## src/rtl/tta_pkg.sv

```systemverilog
// Shared types and defaults for the TTA register-unit transport path.
package tta_pkg;

  localparam int DATA_W_DEF    = 32;
  localparam int ID_W_DEF      = 4;
  localparam int NUM_UNITS_DEF = 8;

  typedef logic [ID_W_DEF-1:0] unit_id_t;

  // state | meaning
  // IDLE    | waiting for a move, mv_ready_o high
  // READ    | source unit selected, it registers its contents
  // CAPTURE | source read data valid, latched into hold_q
  // WRITE   | destination selected with write strobe, data = hold_q
  typedef enum logic [1:0] {
    IDLE    = 2'd0,
    READ    = 2'd1,
    CAPTURE = 2'd2,
    WRITE   = 2'd3
  } move_state_e;

  typedef struct packed {
    logic                  imm;
    unit_id_t              src;
    unit_id_t              dst;
    logic [DATA_W_DEF-1:0] imm_data;
  } move_req_t;

endpackage

```

## src/rtl/unit_decoder.sv

```systemverilog
// Maps a unit id to a one-hot select; flags ids beyond the attached units.
module unit_decoder
  import tta_pkg::*;
#(
  parameter int NUM_UNITS = NUM_UNITS_DEF,
  parameter int ID_W      = ID_W_DEF
) (
  input  logic [ID_W-1:0]      id,
  input  logic                 en,
  output logic [NUM_UNITS-1:0] onehot,
  output logic                 out_of_range
);

  // Range flag is independent of en so the move can be classified at any state.
  assign out_of_range = (32'(id) >= 32'(NUM_UNITS));

  // One-hot decode, gated by en; an out-of-range id matches no slot.
  always_comb begin
    onehot = '0;
    for (int k = 0; k < NUM_UNITS; k++) begin
      if (en && (id == ID_W'(k))) onehot[k] = 1'b1;
    end
  end

endmodule

```

## src/rtl/move_sequencer.sv

```systemverilog
// Transport sequencer: accepts one move per handshake and drives the
// register-unit sel/wstrb/data strobes, absorbing the one-cycle read latency.
module move_sequencer
  import tta_pkg::*;
#(
  parameter int NUM_UNITS = NUM_UNITS_DEF,
  parameter int DATA_W    = DATA_W_DEF,
  parameter int ID_W      = ID_W_DEF
) (
  input  logic                        clk_i,
  input  logic                        rst_i,
  input  logic                        mv_valid_i,
  output logic                        mv_ready_o,
  input  logic                        mv_imm_i,
  input  logic [ID_W-1:0]             mv_src_i,
  input  logic [ID_W-1:0]             mv_dst_i,
  input  logic [DATA_W-1:0]           mv_imm_data_i,
  output logic [NUM_UNITS-1:0]        unit_sel_o,
  output logic                        unit_wstrb_o,
  output logic [DATA_W-1:0]           unit_data_o,
  input  logic [NUM_UNITS*DATA_W-1:0] unit_data_i,
  output logic                        done_o,
  output logic                        err_o,
  output logic                        busy_o
);

  localparam logic [1:0] S_IDLE    = IDLE;
  localparam logic [1:0] S_READ    = READ;
  localparam logic [1:0] S_CAPTURE = CAPTURE;
  localparam logic [1:0] S_WRITE   = WRITE;

  logic [1:0]           state_q, state_d;
  logic                 imm_q;
  logic [ID_W-1:0]      src_q, dst_q;
  logic [DATA_W-1:0]    hold_q, src_rdata;
  logic                 done_q, err_q;
  logic [NUM_UNITS-1:0] src_hot, dst_hot;
  logic                 src_oor, dst_oor, bad, accept;

  assign mv_ready_o = (state_q == S_IDLE) && !rst_i;
  assign accept     = mv_valid_i && mv_ready_o;

  // Source id only matters for register-source moves.
  assign bad = dst_oor || (!imm_q && src_oor);

  unit_decoder #(.NUM_UNITS(NUM_UNITS), .ID_W(ID_W)) u_src_dec (
    .id           (src_q),
    .en           (state_q == S_READ),
    .onehot       (src_hot),
    .out_of_range (src_oor)
  );

  unit_decoder #(.NUM_UNITS(NUM_UNITS), .ID_W(ID_W)) u_dst_dec (
    .id           (dst_q),
    .en           (state_q == S_WRITE),
    .onehot       (dst_hot),
    .out_of_range (dst_oor)
  );

  // Next-state sequencing; immediates skip the read phase.
  always_comb begin
    state_d = state_q;
    case (state_q)
      S_IDLE:    if (accept) state_d = mv_imm_i ? S_WRITE : S_READ;
      S_READ:    state_d = S_CAPTURE;
      S_CAPTURE: state_d = S_WRITE;
      S_WRITE:   state_d = S_IDLE;
      default:   state_d = S_IDLE;
    endcase
  end

  // Read-data mux on the latched source id; no match yields zero.
  always_comb begin
    src_rdata = '0;
    for (int k = 0; k < NUM_UNITS; k++) begin
      if (src_q == ID_W'(k)) src_rdata = unit_data_i[k*DATA_W +: DATA_W];
    end
  end

  // State, latched move fields, hold register and completion pulses.
  always_ff @(posedge clk_i) begin
    if (rst_i) begin
      state_q <= S_IDLE;
      imm_q   <= 1'b0;
      src_q   <= '0;
      dst_q   <= '0;
      hold_q  <= '0;
      done_q  <= 1'b0;
      err_q   <= 1'b0;
    end else begin
      state_q <= state_d;
      done_q  <= (state_q == S_WRITE);
      err_q   <= (state_q == S_WRITE) && bad;
      if (accept) begin
        imm_q <= mv_imm_i;
        src_q <= mv_src_i;
        dst_q <= mv_dst_i;
        if (mv_imm_i) hold_q <= mv_imm_data_i;
      end else if (state_q == S_CAPTURE) begin
        hold_q <= src_rdata;
      end
    end
  end

  // Outputs decode from registered state only; reset forces them quiet.
  always_comb begin
    unit_sel_o   = (rst_i || bad) ? '0 : (src_hot | dst_hot);
    unit_wstrb_o = !rst_i && (state_q == S_WRITE);
    unit_data_o  = rst_i ? '0 : hold_q;
    done_o       = !rst_i && done_q;
    err_o        = !rst_i && err_q;
    busy_o       = !rst_i && (state_q != S_IDLE);
  end

endmodule

```

## config.mk

```make
export PLATFORM = sky130hd
export DESIGN_NAME = move_sequencer
export DESIGN_NICKNAME = d
export VERILOG_FILES = /design/src/rtl/tta_pkg.sv /design/src/rtl/unit_decoder.sv /design/src/rtl/move_sequencer.sv
export SDC_FILE = /design/constraint.sdc
export NUM_CORES = 1
export LEC_CHECK = 0
export ABC_AREA = 0
export CAP_MARGIN = 20
export CORE_AREA = 5 5 130 132
export CTS_CLUSTER_DIAMETER = 40
export DETAILED_ROUTE_END_ITERATION = 10
export DIE_AREA = 0 0 135 137
export GPL_TIMING_DRIVEN = 0
export HOLD_SLACK_MARGIN = 0.08
export MAX_ROUTING_LAYER = met4
export PLACE_DENSITY_LB_ADDON = 0.2
export SYNTH_ARGS = -nofsm -noshare
export SYNTH_HDL_FRONTEND = slang
export SYNTH_SLANG_ARGS = --single-unit
```

## constraint.sdc

```tcl
create_clock -name clk_i -period 2.2 [get_ports clk_i]
set_input_delay 0.55 -clock clk_i [delete_from_list [all_inputs] [get_ports clk_i]]
set_output_delay 0.55 -clock clk_i [all_outputs]
set_load 0.01 [all_outputs]
```

### Word level (Yosys, flattened, before mapping)

Cells that the tools add are included.
W data, S select, Z words.

| cells by class | value |
|---|---|
| bitwise logic cells | 1 |
| muxes and demuxes | 32 |
| reduce and logical (&&, ||, !) cells | 34 |
| eq/ne operators | 19 |
| $lt $le $gt $ge | 2 |

Operators with widths:

| cell | number |
|---|---|
| $mux W32 | 12 |
| $eq A4 B3 Y1 const B | 8 |
| $logic_and A1 B1 Y1 | 24 |
| $eq A4 B2 Y1 const B | 4 |
| $mux W1 | 16 |
| $eq A4 B1 Y1 const B | 2 |
| $ge A4 B4 Y1 const B | 2 |
| $logic_not A4 Y1 | 2 |
| $mux W8 | 1 |
| $or A8 B8 Y8 | 1 |
| $pmux W2 S4 | 1 |
| $eq A2 B2 Y1 const B | 2 |
| $mux W2 | 2 |
| $ne A2 B2 Y1 const B | 2 |
| $reduce_bool A2 Y1 | 2 |
| $eq A2 B1 Y1 const B | 1 |
| $logic_not A1 Y1 | 2 |
| $logic_not A2 Y1 | 1 |
| $logic_or A1 B1 Y1 | 2 |
| $reduce_and A2 Y1 | 1 |

| word-level totals | value |
|---|---|
| logic and storage cells | 95 |
| register bits | 45 |

### Longest topological paths before layout

| depth | value |
|---|---|
| word-level depth | 11 |
| depth in mapped cells | 10 |

### Cells and area by module

A second synthesis with hierarchy kept.

| second synthesis, totals | value |
|---|---|
| cell total of the unflattened synthesis | 619 |
| area total of the unflattened synthesis | 4919.7 um^2 |

By module, submodules not included:

| module | cells each | area an instance (um^2) | sequential area each (um^2) | instances |
|---|---|---|---|---|
| move_sequencer | 591 | 4767.1 | 900.9 | 1 |
| unit_decoder | 14 | 76.3 | 0.0 | 2 |

### Worst setup path after synthesis

Ideal clock, no wire load.

| timing | value |
|---|---|
| path type | input to output |
| start | in rst_i |
| end | out unit_data_o[21] |
| arrival time | 1424 ps |
| required time | 1650 ps |
| path slack | 226 ps |
| cell stages on the path | 6 |
| cells stage by stage | buf_2 > clkbuf_1 > inv_1 > clkbuf_1 > nand2_1 > inv_1 |

| between the ends | value |
|---|---|
| word-level cells in the longest chain between the ends | 1 |

Ends and longest elaborated chain:

| element | RTL line | RTL |
|---|---|---|
| start: declaration | move_sequencer.sv:11 | `input logic rst_i,` |
| $mux W32 | move_sequencer.sv:109 | `unit_data_o = rst_i ? '0 : hold_q;` |
| end: declaration | move_sequencer.sv:20 | `output logic [DATA_W-1:0] unit_data_o,` |

Every way passes these cells.

### Final worst setup path

| timing | value |
|---|---|
| start | in rst_i |
| end | out unit_data_o[6] |

The elaborated chain is that of the path after synthesis.

==> impl_metrics.tcl <==
set metrics [dict create \
    via_per_inst 5.40 \
    slowest_delay_ps 250 \
    reg2regPathDepth 5 \
    synth_compound_area_frac 0.265 \
    skew_ps 4.73 \
    clock.fmax_mhz 460 \
    min_path_cells 2 \
    synthXorXnorAreaFrac 0 \
    muxShareOfSynthArea 0.246 \
    dr.first_iter.drc_count 372 \
    wl_per_cell_um 22.6 \
    crit_slowest_cell "dlygate4sd2_1" \
    drc_errors 0 \
    hpwlAfterDp_mm 22.1 \
    worstPathArrival_ps 1630 \
    grt_pass1_wl_mm 39.7 \
    insertion_delay_ps 290 \
    ctsHoldBuffers 0 \
    floorplan.io_pins 345 \
    rsz0062_at_grt "true" \
    crit_fanout 8 \
    p_total_mw 6.21 \
    grt_pass1_vias 6838 \
    leakage_nw 3.60 \
    synth-edff-count 0 \
    area_growth_pct 90.9 \
    hp-start "imm_q" \
    grt-ovfl-total 0 \
    synthFlopType "dfxtp_1" \
    async_flop_share 0 \
    r2r-start "src_q[1]" \
    syn-mean-instance-area_um2 7.87 \
    track_usage 0.291 \
    r2r_slack_ps 150 \
    firstDrtPassIters 5 \
    post-place-ws_ps -1290 \
    status "complete, no violations" \
    worstMarginPinSlew_ps 663 \
    cts_sinks 45 \
    synthSimpleGateAreaFrac 0.205 \
    gp_congestion 0.879 \
    coreArea_um2 15600 \
    cts_buffers 5 \
    cts_buffer_depth 2 \
    cp_top_family "buffers and inverters" \
    hold-path-endpoint "imm_q" \
    cts_tree "yes" \
    p_per_area_nw_per_um2 665 \
    hold_viol 0 \
    crit_top_cell "buf_6" \
    synth-seq-cells 45 \
    ys_warn_count 0 \
    layout.nets 1296 \
    holdWs_ps 464 \
    netlist_area_um2 4890 \
    worstPathCellList "dlygate4sd2_1 -> buf_6 -> clkbuf_16 -> buf_6 -> nor2b_4 -> clkdlybuf4s15_2" \
    critPathKind "in -> out" \
    hp-class "reg -> reg" \
    clkTransAtPathRegs_ps 70 \
    grt_max_degree 29 \
    routed_wirelength_mm 27.4 \
    die-area_um2 18500 \
    antenna_found_initial 1 \
    end_kind "output pin" \
    num_vias 6540 \
    worstSetupStartpointType "input port" \
    synthAdderAreaFrac 0.0102 \
    htreeDepth 2 \
    ys_types 49 \
    drive_gt1_frac 0.187 \
    worst_ir_drop_vdd_mv 0.343 \
    rr_endpoint "hold_q[25]" \
    num_rows 46 \
    cp_num_buf_inv 5 \
    slew_headroom 0.558 \
    syn-num-nets 926 \
    drv_cap 0 \
    start_util 0.314 \
    port_buffers 344 \
    crit_required_ps 1650 \
    ant_nets 0 \
    yosysSeqAreaShare 0.184 \
    cts_root_buffer "clkbuf_16" \
    finalCritPeriodShare 0.989 \
    synth_cells 622 \
    fin_crit_ps 2180 \
    maxSlewViolCount 0 \
    synth_top_family_by_area "compound AO/OA/AOI/OAI gates" \
    fin_ws_ps 24.1 \
    die_height_um 137 \
    setup_viol 0 \
    die_x_um 135 \
]
synth_stat cells (2+ instances only):
cell type	count	area [um2]
buf_2	22	110
nor2_1	34	128
nand2_1	70	263
or2_2	10	62.6
nand3_1	3	15.0
and3_1	4	25.0
o221ai_1	9	78.8
a211oi_1	9	67.6
o211ai_1	8	60.1
buf_6	9	101
dfxtp_1	45	901
inv_1	24	90.1
nand2b_1	11	68.8
ha_1	4	50.1
mux4_2	21	473
a32oi_1	7	61.3
o21ai_1	4	20.0
o2111ai_1	8	70.1
o21ai_0	74	370
mux2_2	4	45.0
mux2i_1	58	581
a32o_1	9	90.1
nor3_1	3	15.0
buf_1	3	11.3
o32ai_1	5	43.8
mux4_1	4	105
a2111oi_0	3	26.3
nand4_1	3	18.8
a21oi_1	41	205
nor2b_1	40	250
o22ai_1	9	56.3
clkbuf_1	20	75.1
buf_4	7	52.6
a221oi_1	2	17.5
nand3b_1	11	82.6
a2bb2oi_1	11	96.3
repair_timing:
action                     CTS  global route
gates cloned                 0             0
resized for setup          219            41
setup buffers               21             7
pin swaps                   11             5
setup endpoints to repair   86            47
how the worst max path moves through the flow:
stage	from	end	depth (start not counted)
floorplan	rst_i	unit_data_o[21]	6
global placement	rst_i	unit_data_o[21]	8
detailed placement	rst_i	unit_data_o[21]	8
CTS	src_q[1]	unit_sel_o[2]	8
global route	src_q[2]	unit_sel_o[3]	5
finish	rst_i	unit_data_o[6]	6
state kept, by name (all words and copies together) (netlist names):
register,cells
hold_q,32
dst_q,4
src_q,4
state_q,2
done_q,1
err_q,1
imm_q,1
layout by cell type, fill, tap and decap left out, types with 20 or more instances in the layout:
cell type          n
mux2i_1           58
a21oi_1           39
buf_2             28
buf_4             28
nor2_1            25
nor2b_1           29
o21ai_0           74
nand2_1           68
mux4_2            21
dlygate4sd2_1     20
dfxtp_1           40
clkdlybuf4s50_1  297
inv_1             23
cell type report:
cell class                 instances  area (um2)
fill                            1422        6250
multi-input combinational        492        3800
timing repair buffer             372        3580
sequential                        45         915
buffer                            52         541
tap                              216         270
clock buffer                       6         129
inverter                          24        92.6
clock inverter                     2        10.0
antenna                            1        2.50
metal layers:
metal | part of all wire | vias to the layer above | wire length, um | GRT usage
met5 | 0 | - | 0 | -
met4 | 0.019 | 0 | 533 | 0.0554
met3 | 0.087 | 32 | 2390 | 0.0592
met2 | 0.50 | 374 | 13800 | 0.525
met1 | 0.39 | 3087 | 10700 | 0.339
li1 | - | 3047 | - | -
logic make-up (layout without fill, tap and decap cells):
logic type,after synthesis,in the layout
AOI/OAI and AO/OA,203,203
adders and majority gates,4,4
buffers and inverters,85,456
DFF,45,45
muxes,87,87
other,0,1
and+or+nand+nor,198,198
where the power goes:
| part | leakage, nW | switching, mW | total [mW] | internal [mW] |
|---|---|---|---|---|
| combinational | 3.15 | 2.11 | 4.18 | 2.07 |
| sequential | 0.372 | 0.118 | 1.24 | 1.12 |
| clock | 0.0706 | 0.370 | 0.790 | 0.420 |
| total | 3.60 | 2.60 | 6.21 | 3.61 |
metrics by stage:
step                instances  TNS [ps]  instance area [um2]   util
detailed placement       1182    -57480                 8610  0.552
finish                   1210         0                 9340  0.599
CTS                      1205         0                 9250  0.593
global route             1210     -11.5                 9340  0.599
global placement         1182    -55690                 8610  0.552
floorplan                 622         0                 4890      -
worst reg2reg max path: stages, from the launching register on:
cell and delay, ps:
dfxtp_2 390, buf_2 310, buf_2 360, nand3_1 410, o2111ai_1 370, a2bb2oi_1 100
No activity file was read; power rests on OpenSTA's default activity.
